## config.mk

```make
export PLATFORM = sky130hd
export DESIGN_NAME = max_pool
export DESIGN_NICKNAME = d
export VERILOG_FILES = /design/src/rtl/max_pool.sv
export SDC_FILE = /design/constraint.sdc
export NUM_CORES = 1
export LEC_CHECK = 0
export BUFFER_PORTS_ARGS = -buffer_cell sky130_fd_sc_hd__buf_4
export CORE_MARGIN = 1
export CORE_UTILIZATION = 29
export CTS_CLUSTER_SIZE = 8
export DETAILED_ROUTE_END_ITERATION = 8
export HOLD_SLACK_MARGIN = 0.05
export PLACE_DENSITY = 0.56
export REMOVE_ABC_BUFFERS = 1
export SYNTH_ARGS = -nofsm -noshare
export SYNTH_HDL_FRONTEND = slang
export SYNTH_SLANG_ARGS = --single-unit
```

## constraint.sdc

```tcl
create_clock -name clk -period 2.7 [get_ports clk]
set_clock_uncertainty 0.05 [all_clocks]
set_input_delay 0.27 -clock clk [delete_from_list [all_inputs] [get_ports clk]]
set_output_delay 0.27 -clock clk [all_outputs]
set_load 0.01 [all_outputs]
```

## src/rtl/max_pool.sv

```systemverilog
// 2x2 stride-2 signed max pooling over a DRAM-resident feature map.
// Dimensions come from a 3-word record; reads issue in p0, accumulate/write happens in p1.
module max_pool #(
   parameter int                    DATA_WIDTH    = 32,
   parameter int                    ADDR_WIDTH    = 18,
   parameter logic [ADDR_WIDTH-1:0] PARAM_BASE    = 18'd0,
   parameter logic [ADDR_WIDTH-1:0] FMAP_IN_BASE  = 18'd131072,
   parameter logic [ADDR_WIDTH-1:0] FMAP_OUT_BASE = 18'd196608
) (
   input  logic                  clk,
   input  logic                  srstn,
   input  logic                  enable,
   input  logic                  dram_valid,
   input  logic [DATA_WIDTH-1:0] data_in,
   output logic [DATA_WIDTH-1:0] data_out,
   output logic [ADDR_WIDTH-1:0] addr_in,
   output logic [ADDR_WIDTH-1:0] addr_out,
   output logic                  dram_en_rd,
   output logic                  dram_en_wr,
   output logic                  done
);

   typedef enum logic [1:0] {IDLE, LD_PARAM, EVAL, DONE} state_t;

   function automatic logic signed [DATA_WIDTH-1:0] smax(
      input logic signed [DATA_WIDTH-1:0] a,
      input logic signed [DATA_WIDTH-1:0] b);
      return (a >= b) ? a : b;
   endfunction

   state_t                        state, state_nxt;
   logic [1:0]                    pcnt;
   logic [4:0]                    wo, ho;
   logic [5:0]                    dim_d;
   logic [1:0]                    ph_p0;
   logic [3:0]                    ox_p0, oy_p0, d_p0;
   logic                          rd_done, vld_p0, last_rd_p0;
   logic                          ox_last, oy_last, d_last;
   logic [13:0]                   rd_ofs, wr_ofs;
   logic                          vld_p1, last_p1;
   logic [1:0]                    ph_p1;
   logic [ADDR_WIDTH-1:0]         oaddr_p1;
   logic signed [DATA_WIDTH-1:0]  din_s, acc_p1, wr_data;
   logic [DATA_WIDTH-1:0]         dout_q;
   logic                          unused_ok;

   // dram_valid exists only for interface uniformity; read latency is fixed
   assign unused_ok = dram_valid;

   assign vld_p0     = (state == EVAL) && !rd_done;
   assign ox_last    = ({1'b0, ox_p0} == wo - 5'd1);
   assign oy_last    = ({1'b0, oy_p0} == ho - 5'd1);
   assign d_last     = ({2'b0, d_p0} == dim_d - 6'd1);
   assign last_rd_p0 = (ph_p0 == 2'd3) && ox_last && oy_last && d_last;
   assign rd_ofs     = {d_p0, oy_p0, ph_p0[1], ox_p0, ph_p0[0]};
   assign wr_ofs     = {d_p0, 1'b0, oy_p0, 1'b0, ox_p0};

   always_ff @(posedge clk or negedge srstn) begin
      if (!srstn) state <= IDLE;
      else        state <= state_nxt;
   end

   always_comb begin
      state_nxt = state;
      case (state)
         IDLE:     if (enable) state_nxt = LD_PARAM;
         LD_PARAM: if (pcnt == 2'd3)
                      state_nxt = (wo == 5'd0 || ho == 5'd0 || data_in[5:0] == 6'd0) ? DONE : EVAL;
         EVAL:     if (vld_p1 && last_p1) state_nxt = DONE;
         DONE:     state_nxt = IDLE;
         default:  state_nxt = IDLE;
      endcase
   end

   always_comb begin
      addr_in    = '0;
      dram_en_rd = 1'b0;
      done       = 1'b0;
      case (state)
         LD_PARAM: if (pcnt != 2'd3) begin
            dram_en_rd = 1'b1;
            addr_in    = PARAM_BASE + ADDR_WIDTH'(pcnt);
         end
         EVAL: if (vld_p0) begin
            dram_en_rd = 1'b1;
            addr_in    = FMAP_IN_BASE + ADDR_WIDTH'(rd_ofs);
         end
         DONE:    done = 1'b1;
         default: ;
      endcase
   end

   // p0: dimension capture and window/read-address sequencing
   always_ff @(posedge clk or negedge srstn) begin
      if (!srstn) begin
         pcnt    <= 2'd0;
         wo      <= 5'd0;
         ho      <= 5'd0;
         dim_d   <= 6'd0;
         ph_p0   <= 2'd0;
         ox_p0   <= 4'd0;
         oy_p0   <= 4'd0;
         d_p0    <= 4'd0;
         rd_done <= 1'b0;
      end else begin
         pcnt <= (state == LD_PARAM) ? pcnt + 2'd1 : 2'd0;
         if (state == LD_PARAM) begin
            case (pcnt)
               2'd1:    wo    <= data_in[5:1];
               2'd2:    ho    <= data_in[5:1];
               2'd3:    dim_d <= data_in[5:0];
               default: ;
            endcase
         end
         if (state != EVAL) begin
            ph_p0   <= 2'd0;
            ox_p0   <= 4'd0;
            oy_p0   <= 4'd0;
            d_p0    <= 4'd0;
            rd_done <= 1'b0;
         end else if (vld_p0) begin
            ph_p0   <= ph_p0 + 2'd1;
            rd_done <= last_rd_p0;
            if (ph_p0 == 2'd3) begin
               if (ox_last) begin
                  ox_p0 <= 4'd0;
                  if (oy_last) begin
                     oy_p0 <= 4'd0;
                     d_p0  <= d_p0 + 4'd1;
                  end else begin
                     oy_p0 <= oy_p0 + 4'd1;
                  end
               end else begin
                  ox_p0 <= ox_p0 + 4'd1;
               end
            end
         end
      end
   end

   // p1: read data arrives; accumulate and emit the window maximum
   assign din_s      = $signed(data_in);
   assign wr_data    = smax(acc_p1, din_s);
   assign dram_en_wr = vld_p1 && (ph_p1 == 2'd3);
   assign data_out   = dram_en_wr ? $unsigned(wr_data) : dout_q;
   assign addr_out   = oaddr_p1;

   always_ff @(posedge clk or negedge srstn) begin
      if (!srstn) begin
         vld_p1   <= 1'b0;
         last_p1  <= 1'b0;
         ph_p1    <= 2'd0;
         oaddr_p1 <= '0;
         acc_p1   <= '0;
         dout_q   <= '0;
      end else begin
         vld_p1  <= vld_p0;
         last_p1 <= vld_p0 && last_rd_p0;
         ph_p1   <= ph_p0;
         if (vld_p0) oaddr_p1 <= FMAP_OUT_BASE + ADDR_WIDTH'(wr_ofs);
         if (vld_p1) begin
            case (ph_p1)
               2'd0:    acc_p1 <= din_s;
               2'd3:    dout_q <= $unsigned(wr_data);
               default: acc_p1 <= smax(acc_p1, din_s);
            endcase
         end
      end
   end

endmodule
```

# [After elaboration in Yosys (flattened, before gate mapping)]
# Cells that the tools add are included.
[totals] reg_bits=121 wordCells=106
[classes] n_addsub=10 order_cmp=1 eq_ne=16 muxes=34 bitwise=1 n_reduce_logical=28
[ops] op="32-bit 2-to-1 mux" count=2
[ops] op="32-bit case mux with 2 select lines" count=1
[ops] op="4-bit 2-to-1 mux" count=14
[ops] op="18-bit case mux with 2 select lines" count=1
[ops] op="32-bit >= comparator" count=1
[ops] op="17-bit by 15-bit adder with 18-bit output (first input constant)" count=1
[ops] op="18-bit by 14-bit adder with 18-bit output (first input constant)" count=1
[ops] op="18-bit 2-to-1 mux" count=1
[ops] op="2-bit 2-to-1 mux" count=7
[ops] op="4-bit by 1-bit adder with 4-bit output (second input constant)" count=3
[ops] op="2-bit equality test (second input constant)" count=6
[ops] op="2-bit AND reduction" count=6
[ops] op="4-bit by 5-bit equality test with 1-bit output" count=2
[ops] op="5-bit logical NOT" count=2
[ops] op="5-bit by 1-bit subtractor with 5-bit output (second input constant)" count=2
[ops] op="2-bit != test (second input constant)" count=4
[ops] op="2-bit case mux with 4 select lines" count=1
[ops] op="2-bit nonzero test" count=4
[ops] op="1-bit logical AND" count=7
[ops] op="4-bit by 6-bit equality test with 1-bit output" count=1
[ops] op="6-bit logical NOT" count=1
[ops] op="1-bit 2-to-1 mux" count=6
[ops] op="3-bit AND reduction" count=2
[ops] op="6-bit by 1-bit subtractor with 6-bit output (second input constant)" count=1
[ops] op="other kinds (9)" count=13

# [Depth between registers and ports, before layout]
# Gate-level depths: netlist (run 1).
[logic_depth] depth_word=7 depth_mapped=10

# [Worst setup path before layout (run 1)]
# Ideal clock, no wire load.
[synth_timing] path_type="reg-to-output" startpoint="reg acc_p1[31]" endpoint="out data_out[0]" t_arrival_ns=2.355 setup_slack_ns=0.025 path_stages_with_launch=10 n_path_buf=2 path_cell_list="dfrtp_1 ha_1 nand4_4 nor2_1 a221o_1 nor3_2 buf_2 buf_2 o311ai_1 nand3_1"
[synth_via] elab_chain_cells=3
[synth_lines] element="start: declaration" line="43" text="logic signed [DATA_WIDTH-1:0] din_s, acc_p1, wr_data;"
[synth_lines] element="start signal: assignment" line="163" text="2'd0: acc_p1 <= din_s;"
[synth_lines] element="start signal: assignment" line="165" text="default: acc_p1 <= smax(acc_p1, din_s);"
[synth_lines] element="32-bit >= comparator" line="28" text="return (a >= b) ? a : b;"
[synth_lines] element="32-bit 2-to-1 mux"
[synth_lines] element="32-bit 2-to-1 mux" line="145" text="assign data_out = dram_en_wr ? $unsigned(wr_data) : dout_q;"
[synth_lines] element="end: declaration" line="15" text="output logic [DATA_WIDTH-1:0] data_out,"
# No other way between the ends.

# [Worst setup path after layout (run 1)]
[layout_timing] startpoint="reg acc_p1[27]" endpoint="out data_out[25]"
# Same word-level chain as after synthesis.

==> run_results.csv, run 1 <==
group,metric,value,unit
status,outcome,"finished, violations left",
status,violations,"negative setup slack",
worst_setup_path,reg2reg_depth,14,
yosys,synthesis.area,0.00834,mm2
grt,grt_first_pass_wirelength,45.6,mm
timing,finalCritPeriodShare,1.19,
finish,layout-drive-gt1-share,0.450,
cts,cts_tree,"built",
min_path,holdPathEnd,"dout_q[14]",
yosys,yosysMostFrequentCell,"sky130_fd_sc_hd__dfrtp_1",
cts,cts-buffers-inserted,17,
placement,dp_hpwl,16.6,mm
timing,number_of_hold_violations_in_the_final_report,0,
worst_setup_path,endpoint_kind,"primary output",
grt,first_global_vias,8153,
power,seqPwrFrac,0.215,
placement,place.detailed.instances,1382,
cts,cts_num_sinks,116,
grt,grt_max_degree,70,
power,sw_frac_of_total,0.437,
route,drt-wirelength-per-cell,19.7,um
die,boundaryPins,107,
die,chipWidth,172,um
worst_setup_path,crit_fanout,28,
cts,cts.reportedPaths.clkPinSlew,0.06,ns
min_path,hold_path_depth,3,
worst_setup_path,cp.required,2.38,ns
cts,clock_path_buffers,2,
placement,number_of_port_buffers,98,
timing,setup-violations-final,65,
timing,clock.fmax,310,MHz
yosys,post_synth_and_or_nand_nor_area_fraction,0.216,
worst_setup_path,setup.worst_path.start_class,"register",
yosys,synth_enable_flop_cells,0,
route,ant_nets,0,
finish,final-instance-count-excl-fill,1479,
yosys,ys_async_sr_fraction,1.00,
yosys,yosys_top_cell_area_share,0.348,
yosys,yosys-top-cells-area,"sky130_fd_sc_hd__dfrtp_1 35%, sky130_fd_sc_hd__ha_1 7.2%, sky130_fd_sc_hd__o41ai_2 5.5%, sky130_fd_sc_hd__o211ai_2 4.7%, sky130_fd_sc_hd__nand2_1 4.5%",
yosys,yosys.area_share.adder,0.0721,
yosys,synth_top_cells_by_count,"116 x sky130_fd_sc_hd__dfrtp_1, 99 x sky130_fd_sc_hd__nand2_1, 65 x sky130_fd_sc_hd__clkbuf_1",
worst_setup_path,critical_path.reg2reg.endpoint,"acc_p1[8]",
timing,worst_slew_pin_slew,0.793,ns
power,power_frac_clock,0.172,
yosys,flip_flop_and_latch_count_after_synthesis,116,
route,num_vias,8095,
worst_setup_path,timing.setup.critical_path_class,"reg -> out",
die,floorplan.die_area,0.0294,mm2
die,die_h,172,um
die,design.core.area,0.0280,mm2
timing,final.setup.worst_slack,-0.524,ns
yosys,synth_cell_type_count,64,
die,floorplan.initialDensity,0.298,
power,comb_power_share,0.613,
grt,gr_util_all_layers,0.202,
worst_setup_path,worstReg2RegStart,"acc_p1[0]",
min_path,hp-class,"in -> reg",
min_path,hold_path.startpoint,"data_in[14]",
yosys,synthFlopType,"sky130_fd_sc_hd__dfrtp_1",
yosys,synth-xor-area-share,0.0147,
power,p_int,7.49,mW
timing,slew_viol_final,0,
route,routed_wirelength,29.2,mm
yosys,synthCells,869,
timing,period_minus_slack,3.22,ns
finish,ant_diodes,0,
route,iter_0_drt_violations,515,
power,ir_drop,0.638,mV
placement,place_congestion,0.787,
timing,timing.max_slew.rel_slack,0.472,
power,totalPowerFinal,13.3,mW
route,remaining_drc_errors,0,
cts,latest_clock_arrival_within_the_worst_skew_pair,0.43,ns
power,power_density,1060,mW/mm2
yosys,postSynthAreaPerCell,9.59,um2
run,cap_viol_max_count,0,
grt,globalRoute.totalOverflow,0,
finish,finalNetCount,1172,
yosys,yosys-mux-area-fraction,0.0188,
power,power.switching,5.81,mW
yosys,synth.largest_area_cell,"sky130_fd_sc_hd__dfrtp_1",
cts,h-tree-depth,4,
worst_setup_path,worstPathArrival,2.90,ns
cts,clk_root_buffer_cell,"sky130_fd_sc_hd__clkbuf_16",
yosys,yosys_warnings,0,
die,core.rowCount,61,
power,leakage,5.38,nW
route,avgViaCountPerCell,5.47,
route,firstDrtPassIters,5,
worst_setup_path,ff2ff_setup_slack,-0.38,ns
grt,antenna_found_initial,0,
timing,rsz_0062_raised_after_global_routing,"true",
yosys,synth-compound-area-share,0.250,
yosys,synth.yosys.seq_area_share,0.348,
finish,syn_to_final_growth,50.9,%
yosys,main_combinational_cell_family_by_area_after_synthesis,"compound AO/OA/AOI/OAI gates",
[per-stage QoR]
| step | hold slack (ns) | cell area [um2] | TNS (ns) | utilization | worst slack (ns) |
|---|---|---|---|---|---|
| final | 0.144 | 12600 | -22.21 | 0.449 | -0.524 |
| after global routing | 0.154 | 12600 | -28.77 | 0.449 | -0.655 |
| after CTS | 0.140 | 12100 | -23.68 | 0.432 | -0.588 |
| after detailed placement | 0.294 | 10200 | -12.07 | 0.366 | -0.355 |
| after global placement | 0.299 | 10200 | -9.57 | 0.366 | -0.266 |
| after floorplan | -0.0756 | 7900 | -299.12 | - | -3.34 |
[cells by family after synthesis]
| logic type | count (synthesis) |
|---|---|
| multiplexers | 14 |
| flip-flops | 116 |
| AO/OA/AOI/OAI | 221 |
| other | 1 |
| AND/OR/NAND/NOR | 304 |
| buffers and inverters | 151 |
| adder cells (fa/ha/maj) | 48 |
| XOR/XNOR | 14 |
[worst max-delay path, cell delays in order (launching register included)]
cell and delay (ns):
sky130_fd_sc_hd__dfrtp_1 0.41, sky130_fd_sc_hd__ha_4 0.29, sky130_fd_sc_hd__nand4_1 0.16, sky130_fd_sc_hd__buf_4 0.20, sky130_fd_sc_hd__nor3_4 0.16, sky130_fd_sc_hd__buf_4 0.16, sky130_fd_sc_hd__a2bb2oi_4 0.08, sky130_fd_sc_hd__a21oi_4 0.29
sky130_fd_sc_hd__buf_8 0.32, sky130_fd_sc_hd__o311ai_4 0.12, sky130_fd_sc_hd__nand3_1 0.13, sky130_fd_sc_hd__buf_4 0.14
[repair_timing]
item	in CTS	in global routing
pin swaps	70	31
gates resized for setup	152	65
hold buffers	1	0
setup endpoints to repair	66	83
endpoints found under the hold margin	43	0
buffers inserted	35	20
cloned	14	0
[worst max path at each step]
stage                startpoint  cells after the start      endpoint
floorplan            acc_p1[31]                      7  data_out[10]
global placement    data_in[25]                     11  data_out[25]
detailed placement  data_in[25]                     11  data_out[25]
finish               acc_p1[27]                     11  data_out[25]
CTS                  acc_p1[11]                     10  data_out[30]
global route         acc_p1[11]                     10  data_out[13]
[flip-flops by register name, summed over array words and instances, names as in the netlist]
register / cells
acc_p1: 32
dout_q: 32
addr_out: 13
dim_d: 6
ho: 5
wo: 5
d_p0: 4
ox_p0: 4
oy_p0: 4
pcnt: 2
ph_p0: 2
ph_p1: 2
state: 2
last_p1: 1
rd_done: 1
vld_p1: 1
[layer usage]
| metal | wire length [um] | up-vias | global-route usage | share of wire |
|---|---|---|---|---|
| met4 | 749 | 0 | 0.0730 | 0.026 |
| met2 | 14400 | 229 | 0.347 | 0.49 |
| li1 | - | 3744 | - | - |
| met1 | 12700 | 4054 | 0.254 | 0.44 |
| met3 | 1330 | 68 | 0.0336 | 0.046 |
| met5 | 0 | - | 0 | 0 |
[cells in the final DEF, fill, tap and decap left out, types with 5 or more instances in the layout]
master                        n
sky130_fd_sc_hd__and3_1      11
sky130_fd_sc_hd__buf_8        6
sky130_fd_sc_hd__ha_4        10
sky130_fd_sc_hd__xnor2_1      8
sky130_fd_sc_hd__nand3_2     10
sky130_fd_sc_hd__or4_1       11
sky130_fd_sc_hd__o211ai_2    30
sky130_fd_sc_hd__nand3b_1    35
sky130_fd_sc_hd__nand4b_1    33
sky130_fd_sc_hd__buf_4      211
sky130_fd_sc_hd__a21oi_1     22
sky130_fd_sc_hd__o2111ai_2    7
sky130_fd_sc_hd__inv_1       56
sky130_fd_sc_hd__buf_12      18
sky130_fd_sc_hd__conb_1       7
sky130_fd_sc_hd__nand2b_1     6
sky130_fd_sc_hd__o311ai_4     6
sky130_fd_sc_hd__xor2_1       6
sky130_fd_sc_hd__o311ai_2    11
sky130_fd_sc_hd__nand2_1     99
sky130_fd_sc_hd__ha_1        37
sky130_fd_sc_hd__o41ai_2     17
sky130_fd_sc_hd__buf_16       9
sky130_fd_sc_hd__nand3_1     32
sky130_fd_sc_hd__buf_6       41
sky130_fd_sc_hd__dfrtp_1    115
sky130_fd_sc_hd__or4_4       28
sky130_fd_sc_hd__o21ai_0     23
sky130_fd_sc_hd__nor3_1       6
sky130_fd_sc_hd__mux2_2      13
sky130_fd_sc_hd__nand4_1      6
sky130_fd_sc_hd__clkbuf_16   17
sky130_fd_sc_hd__o311ai_1    15
sky130_fd_sc_hd__o31ai_1      5
sky130_fd_sc_hd__nor2_1       7
sky130_fd_sc_hd__o2111ai_1   26
sky130_fd_sc_hd__o41ai_4     13
[power by group through the flow]
stage	logic, mW	registers [mW]	clock network, mW
2_1_floorplan	3.50	2.89	0
3_3_place_gp	6.26	2.82	0
3_5_place_dp	6.33	2.83	0
4_1_cts	7.51	2.83	2.32
5_1_grt	8.73	2.94	2.40
6_report	8.15	2.86	2.29
[final cells by class]
class | count | area (um2)
sequential | 116 | 2900
tap | 378 | 473
clock inverter | 12 | 131
multi-input combinational | 610 | 5650
inverter | 57 | 214
timing repair buffer | 286 | 2750
fill | 2623 | 15400
clock buffer | 20 | 447
Note: power is estimated with default switching activity, not from simulation.
==> run 2, diff against run 1 <==
Settings changed: ABC_AREA set to 1, PLACE_DENSITY 0.56 to 0.57.
==> run_results.csv, run 2 <==
group,metric,value,unit
grt,first_global_vias,5888,
timing,slew_viol_final,0,
timing,clock.fmax,343,MHz
timing,setup-violations-final,32,
timing,final.setup.worst_slack,-0.214,ns
finish,ant_diodes,0,
die,design.core.area,0.0228,mm2
timing,number_of_hold_violations_in_the_final_report,0,
worst_setup_path,crit_fanout,13,
worst_setup_path,cp_cell_sequence,"ha_1, a21o_1, nor2_2, nand2_1, nand2_1, nand2_1, nand2_2, nand2_2, nand2_4, nand3_4, buf_12, nand2_1, nand2_1, nand2_1, nand2_2, buf_4",
yosys,synth_top_cells_by_count,"369 x sky130_fd_sc_hd__nand2_1, 116 x sky130_fd_sc_hd__dfrtp_1, 75 x sky130_fd_sc_hd__inv_1",
worst_setup_path,timing.setup.critical_path_class,"reg -> out",
timing,finalCritPeriodShare,1.08,
worst_setup_path,setup.worst_path.start_class,"register",
power,ir_drop,0.505,mV
yosys,synthCells,916,
finish,final_area,0.00911,mm2
finish,final-instance-count-excl-fill,1366,
finish,syn_to_final_growth,33.6,%
finish,finalNetCount,1124,
cts,clk_root_buffer_cell,"sky130_fd_sc_hd__clkbuf_16",
power,power_density,1230,mW/mm2
yosys,ys_async_sr_fraction,1.00,
worst_setup_path,critical_path.most_common_cell,"sky130_fd_sc_hd__nand2_1",
yosys,flip_flop_and_latch_count_after_synthesis,116,
yosys,synthFlopType,"sky130_fd_sc_hd__dfrtp_1",
worst_setup_path,worst_path_dominant_cell_family,"simple AND/OR/NAND/NOR gates",
finish,layout-drive-gt1-share,0.223,
yosys,synth-compound-area-share,0.0729,
route,num_vias,6211,
cts,cts_num_sinks,116,
yosys,yosys-mux-area-fraction,0,
finish,layout_commonest_cell,"sky130_fd_sc_hd__nand2_1",
worst_setup_path,worst-path-buf-inv,2,
yosys,synthesis.area,0.00681,mm2
cts,cts.reportedPaths.clkPinSlew,0.05,ns
timing,rsz_0062_raised_after_global_routing,"true",
run,cap_viol_max_count,0,
yosys,synth.yosys.seq_area_share,0.426,
timing,worst_slew_pin_slew,1.16,ns
yosys,synth-xor-area-share,0.0231,
yosys,synth.largest_area_cell,"sky130_fd_sc_hd__dfrtp_1",
yosys,synth_cell_type_count,32,
cts,h-tree-depth,4,
grt,gr_util_all_layers,0.157,
grt,globalRoute.totalOverflow,0,
yosys,yosys_warnings,0,
placement,place.detailed.instances,1318,
yosys,yosys.area_share.adder,0.0881,
status,outcome,"finished, violations left",
yosys,postSynthAreaPerCell,7.44,um2
route,drt-wirelength-per-cell,13.3,um
route,ant_nets,0,
placement,number_of_port_buffers,98,
worst_setup_path,cp_slowest_cell,"sky130_fd_sc_hd__dfrtp_1",
cts,clock_path_buffers,2,
worst_setup_path,worstPathArrival,2.59,ns
cts,latest_clock_arrival_within_the_worst_skew_pair,0.42,ns
power,totalPowerFinal,11.2,mW
cts,cts_tree,"built",
grt,grt_first_pass_wirelength,29.6,mm
placement,dpl-instance-area,0.00800,mm2
worst_setup_path,timing.critical_path.slowest_cell_delay,0.39,ns
die,floorplan.die_area,0.0241,mm2
worst_setup_path,cp.required,2.38,ns
timing,setup-tns-final,-5.80,ns
yosys,yosys_top_cell_area_share,0.426,
route,avgViaCountPerCell,4.55,
grt,grt_max_degree,65,
die,die_h,155,um
route,routed_wirelength,18.2,mm
placement,placement.setup.worst_slack,0.0664,ns
min_path,hp-class,"in -> reg",
route,remaining_drc_errors,0,
finish,final_cell_mix,"335 x sky130_fd_sc_hd__nand2_1, 122 x sky130_fd_sc_hd__buf_4, 116 x sky130_fd_sc_hd__dfrtp_1",
yosys,post_synth_and_or_nand_nor_area_fraction,0.315,
timing,timing.max_slew.rel_slack,0.225,
placement,dp_hpwl,12.2,mm
route,iter_0_drt_violations,353,
cts,cts-buffers-inserted,17,
power,leakage,4.75,nW
placement,place_congestion,0.801,
yosys,yosys-top-cells-area,"sky130_fd_sc_hd__dfrtp_1 43%, sky130_fd_sc_hd__nand2_1 20%, sky130_fd_sc_hd__ha_1 8.8%, sky130_fd_sc_hd__inv_1 4.1%, sky130_fd_sc_hd__a21oi_1 4.0%",
die,core.rowCount,55,
die,boundaryPins,107,
die,chipWidth,155,um
grt,antenna_found_initial,0,
die,floorplan.initialDensity,0.298,
yosys,synth_enable_flop_cells,0,
timing,period_minus_slack,2.91,ns
status,violations,"negative setup slack",
worst_setup_path,endpoint_kind,"primary output",
route,firstDrtPassIters,4,
yosys,main_combinational_cell_family_by_area_after_synthesis,"simple AND/OR/NAND/NOR gates",
yosys,yosysMostFrequentCell,"sky130_fd_sc_hd__nand2_1",
-- run 2: changes by cell type after synthesis, moves of 18 or more --
cell                        before  now
sky130_fd_sc_hd__inv_1          57   75
sky130_fd_sc_hd__nand3b_1       35    0
sky130_fd_sc_hd__or4_1          38    0
sky130_fd_sc_hd__o311ai_0       20    1
sky130_fd_sc_hd__o41ai_2        28    0
sky130_fd_sc_hd__a21oi_1        26   55
sky130_fd_sc_hd__clkbuf_1       65   24
sky130_fd_sc_hd__nand2_1        99  369
sky130_fd_sc_hd__nor2_1          8   41
sky130_fd_sc_hd__o2111ai_1      34    0
sky130_fd_sc_hd__nand4_1         6   38
sky130_fd_sc_hd__o211ai_2       31    0
sky130_fd_sc_hd__nand4b_1       33    0
-- run 2: report_power, final --
group | internal [mW] | switching, mW
sequential | 2.45 | 0.504
combinational | 2.42 | 3.33
clock | 1.66 | 0.815
-- run 2: stage by stage --
stage	utilization	hold WS [ns]
after global placement	0.350	0.163
after detailed placement	0.350	0.166
final	0.399	0.156
after global routing	0.399	0.162
after CTS	0.385	0.145
after floorplan	-	-0.0756
-- run 2: worst reg2reg max path: cells and delay by family, from the launching register on --
kind	cells	cell delay (ns)
fa+ha+maj	1	0.27
buf+inv	4	0.52
simple gates	4	0.46
compound gates	2	0.48
flops	1	0.42
-- run 2: kinds of logic (layout without fill, tap and decap cells) --
family,Yosys count,after routing
AOI/OAI and AO/OA,96,96
xor gates and xnor gates,18,18
adders and majority gates,48,48
buffers and inverters,121,252
DFF,116,116
other,1,7
and+or+nand+nor,516,516
-- run 2: worst paths after layout --
kind / from / end / slack [ns] / cells past startpoint
min in group asynchronous: srstn / ph_p0[0] / 0.27 / 2
max reg2reg: state[0] / oy_p0[2] / 0.40 / 11
min: data_in[0] / dim_d[0] / 0.16 / 3
min reg2reg: ph_p0[1] / ph_p1[1] / 0.40 / 0
max: acc_p1[7] / data_out[14] / -0.21 / 16
max in group asynchronous: srstn / ox_p0[3] / 1.64 / 3
-- run 2: per-layer routing --
layer,track usage,share of wire
met5,0,0
met4,0.0406,0.012
met3,0.0384,0.049
met2,0.263,0.48
met1,0.201,0.46
-- run 2: timing repair --
item / CTS / global route
setup buffers: 5 / 10
hold buffers: 1 / 0
pin swaps: 1 / 11
gates resized for setup: 19 / 64
endpoints found under the hold margin: 22 / 0
setup endpoints to repair: 32 / 35
-- run 2: area by class of cell --
cell class / count / area (um2)
clock inverter: 9 / 148
clock buffer: 23 / 498
fill: 2372 / 13700
multi-input combinational: 685 / 3680
timing repair buffer: 145 / 1200
sequential: 116 / 2900
inverter: 75 / 282
tap: 313 / 392
==> run 3, diff against run 2 <==
Settings changed: PLACE_DENSITY 0.57 to 0.56.
Clock period 2.7 ns to 3.5 ns, I/O delays scaled along.
==> run_results.csv, run 3 (synthesis gave the netlist of run 2 again) <==
group,metric,value,unit
status,outcome,"complete, no violations",
route,firstDrtPassIters,6,
route,iter_0_drt_violations,393,
grt,first_global_vias,5817,
grt,grt_max_degree,65,
cts,latest_clock_arrival_within_the_worst_skew_pair,0.42,ns
grt,globalRoute.totalOverflow,0,
route,remaining_drc_errors,0,
timing,finalCritPeriodShare,0.918,
die,die_h,155,um
cts,clk_root_buffer_cell,"sky130_fd_sc_hd__clkbuf_16",
route,ant_nets,0,
die,boundaryPins,107,
timing,setup-violations-final,0,
worst_setup_path,worstPathArrival,2.81,ns
run,cap_viol_max_count,0,
worst_setup_path,crit_fanout,32,
grt,gr_util_all_layers,0.157,
die,floorplan.initialDensity,0.298,
min_path,hp-class,"in -> reg",
placement,number_of_port_buffers,98,
grt,grt_first_pass_wirelength,29.9,mm
route,drt-wirelength-per-cell,13.3,um
cts,cts_num_sinks,116,
finish,finalNetCount,1094,
finish,ant_diodes,0,
finish,final_cell_mix,"369 x sky130_fd_sc_hd__nand2_1, 116 x sky130_fd_sc_hd__dfrtp_1, 110 x sky130_fd_sc_hd__buf_4",
cts,clock_path_buffers,2,
route,num_vias,6043,
power,totalPowerFinal,7.84,mW
cts,post-cts-setup-buffer-count,0,
timing,clock.fmax,311,MHz
power,ir_drop,0.373,mV
route,routed_wirelength,17.7,mm
worst_setup_path,timing.critical_path.from,"acc_p1[31]",
cts,h-tree-depth,4,
die,design.core.area,0.0228,mm2
min_path,hold_path.startpoint,"data_in[0]",
route,avgViaCountPerCell,4.53,
timing,final.hold.worst_slack,0.247,ns
timing,rsz_0062_raised_after_global_routing,"false",
worst_setup_path,endpoint_kind,"primary output",
cts,cts.reportedPaths.clkPinSlew,0.05,ns
timing,slew_viol_final,0,
finish,layout-drive-gt1-share,0.147,
worst_setup_path,setup.worst_path.start_class,"register",
placement,dp_hpwl,11.9,mm
cts,cts_tree,"built",
power,leakage,4.52,nW
worst_setup_path,cp.required,3.10,ns
power,power_density,921,mW/mm2
die,floorplan.die_area,0.0241,mm2
finish,final_area,0.00851,mm2
cts,cts-buffers-inserted,17,
timing,period_minus_slack,3.21,ns
placement,dpl-instance-area,0.00790,mm2
timing,number_of_hold_violations_in_the_final_report,0,
finish,layout_commonest_cell,"sky130_fd_sc_hd__nand2_1",
timing,worst_slew_pin_slew,0.870,ns
worst_setup_path,timing.setup.critical_path_class,"reg -> out",
finish,syn_to_final_growth,25.0,%
die,chipWidth,155,um
timing,timing.max_slew.rel_slack,0.420,
placement,place_congestion,0.765,
worst_setup_path,worstReg2RegStart,"acc_p1[31]",
die,core.rowCount,55,
finish,fill_cells,2427,
grt,antenna_found_initial,0,
[run 3: changes by cell type in the layout (fill, tap and decap cells not counted), sizes merged]
cell    previous run  this run
clkbuf            23        26
bufinv             4         2
buf              144       114
clkinv             4         0
[run 3: final timing paths]
check | end | slack (ns) | depth (start not counted)
setup / recovery | data_out[4] | 0.29 | 12
hold / removal | dim_d[0] | 0.25 | 3
setup reg to reg | dout_q[4] | 1.11 | 11
hold reg to reg | addr_out[11] | 0.42 | 2
max in group asynchronous | pcnt[1] | 2.08 | 3
min in group asynchronous | addr_out[10] | 0.54 | 2
[run 3: timing repair]
action                     4_1_cts  5_1_grt
setup endpoints to repair        0       12
hold endpoints to repair        34        0
resized for setup                0        3
hold buffers                     1        0
[run 3: area by class of cell]
class / instances / area (um2) / area share
inverter: 75 / 282 / 0.0331
clock inverter: 3 / 67.6 / 0.00794
tap: 313 / 392 / 0.0460
sequential: 116 / 2900 / 0.341
clock buffer: 26 / 519 / 0.0610
multi-input combinational: 685 / 3450 / 0.406
timing repair buffer: 115 / 898 / 0.106
[run 3: stage by stage]
stage | instances | setup slack (ns) | util | TNS (ns)
after detailed placement | 1303 | 0.417 | 0.346 | 0
after floorplan | 876 | -0.478 | - | -24.15
after global placement | 1303 | 0.462 | 0.346 | 0
after CTS | 1333 | 0.158 | 0.372 | 0
after global routing | 1333 | 0.0233 | 0.373 | 0
final | 1333 | 0.287 | 0.373 | 0
[run 3: critical path, cell delays in order (launching register included)]
cell and delay [ns]:
sky130_fd_sc_hd__dfrtp_1 0.39, sky130_fd_sc_hd__ha_1 0.36, sky130_fd_sc_hd__nand2_1 0.12, sky130_fd_sc_hd__nor3_2 0.22, sky130_fd_sc_hd__and3_1 0.21, sky130_fd_sc_hd__nand2_1 0.09
sky130_fd_sc_hd__nand3_2 0.10, sky130_fd_sc_hd__buf_6 0.31, sky130_fd_sc_hd__nand4_1 0.17, sky130_fd_sc_hd__nand2_1 0.10, sky130_fd_sc_hd__nand2_1 0.09, sky130_fd_sc_hd__nand2_1 0.11
sky130_fd_sc_hd__buf_4 0.12
[run 3: per-layer routing]
metal,vias to the layer above,wire length (um),track usage
met3,12,834,0.0348
met4,0,182,0.0509
met2,144,8250,0.256
met5,-,0,0
met1,2763,8420,0.207
li1,3124,-,-
[run 3: where the power goes]
| part | internal [mW] | total [mW] | switching [mW] | leakage [nW] |
|---|---|---|---|---|
| Sequential | 1.89 | 2.26 | 0.368 | 1.41 |
| Clock | 1.15 | 1.74 | 0.592 | 0.285 |
| Combinational | 1.46 | 3.84 | 2.38 | 2.83 |
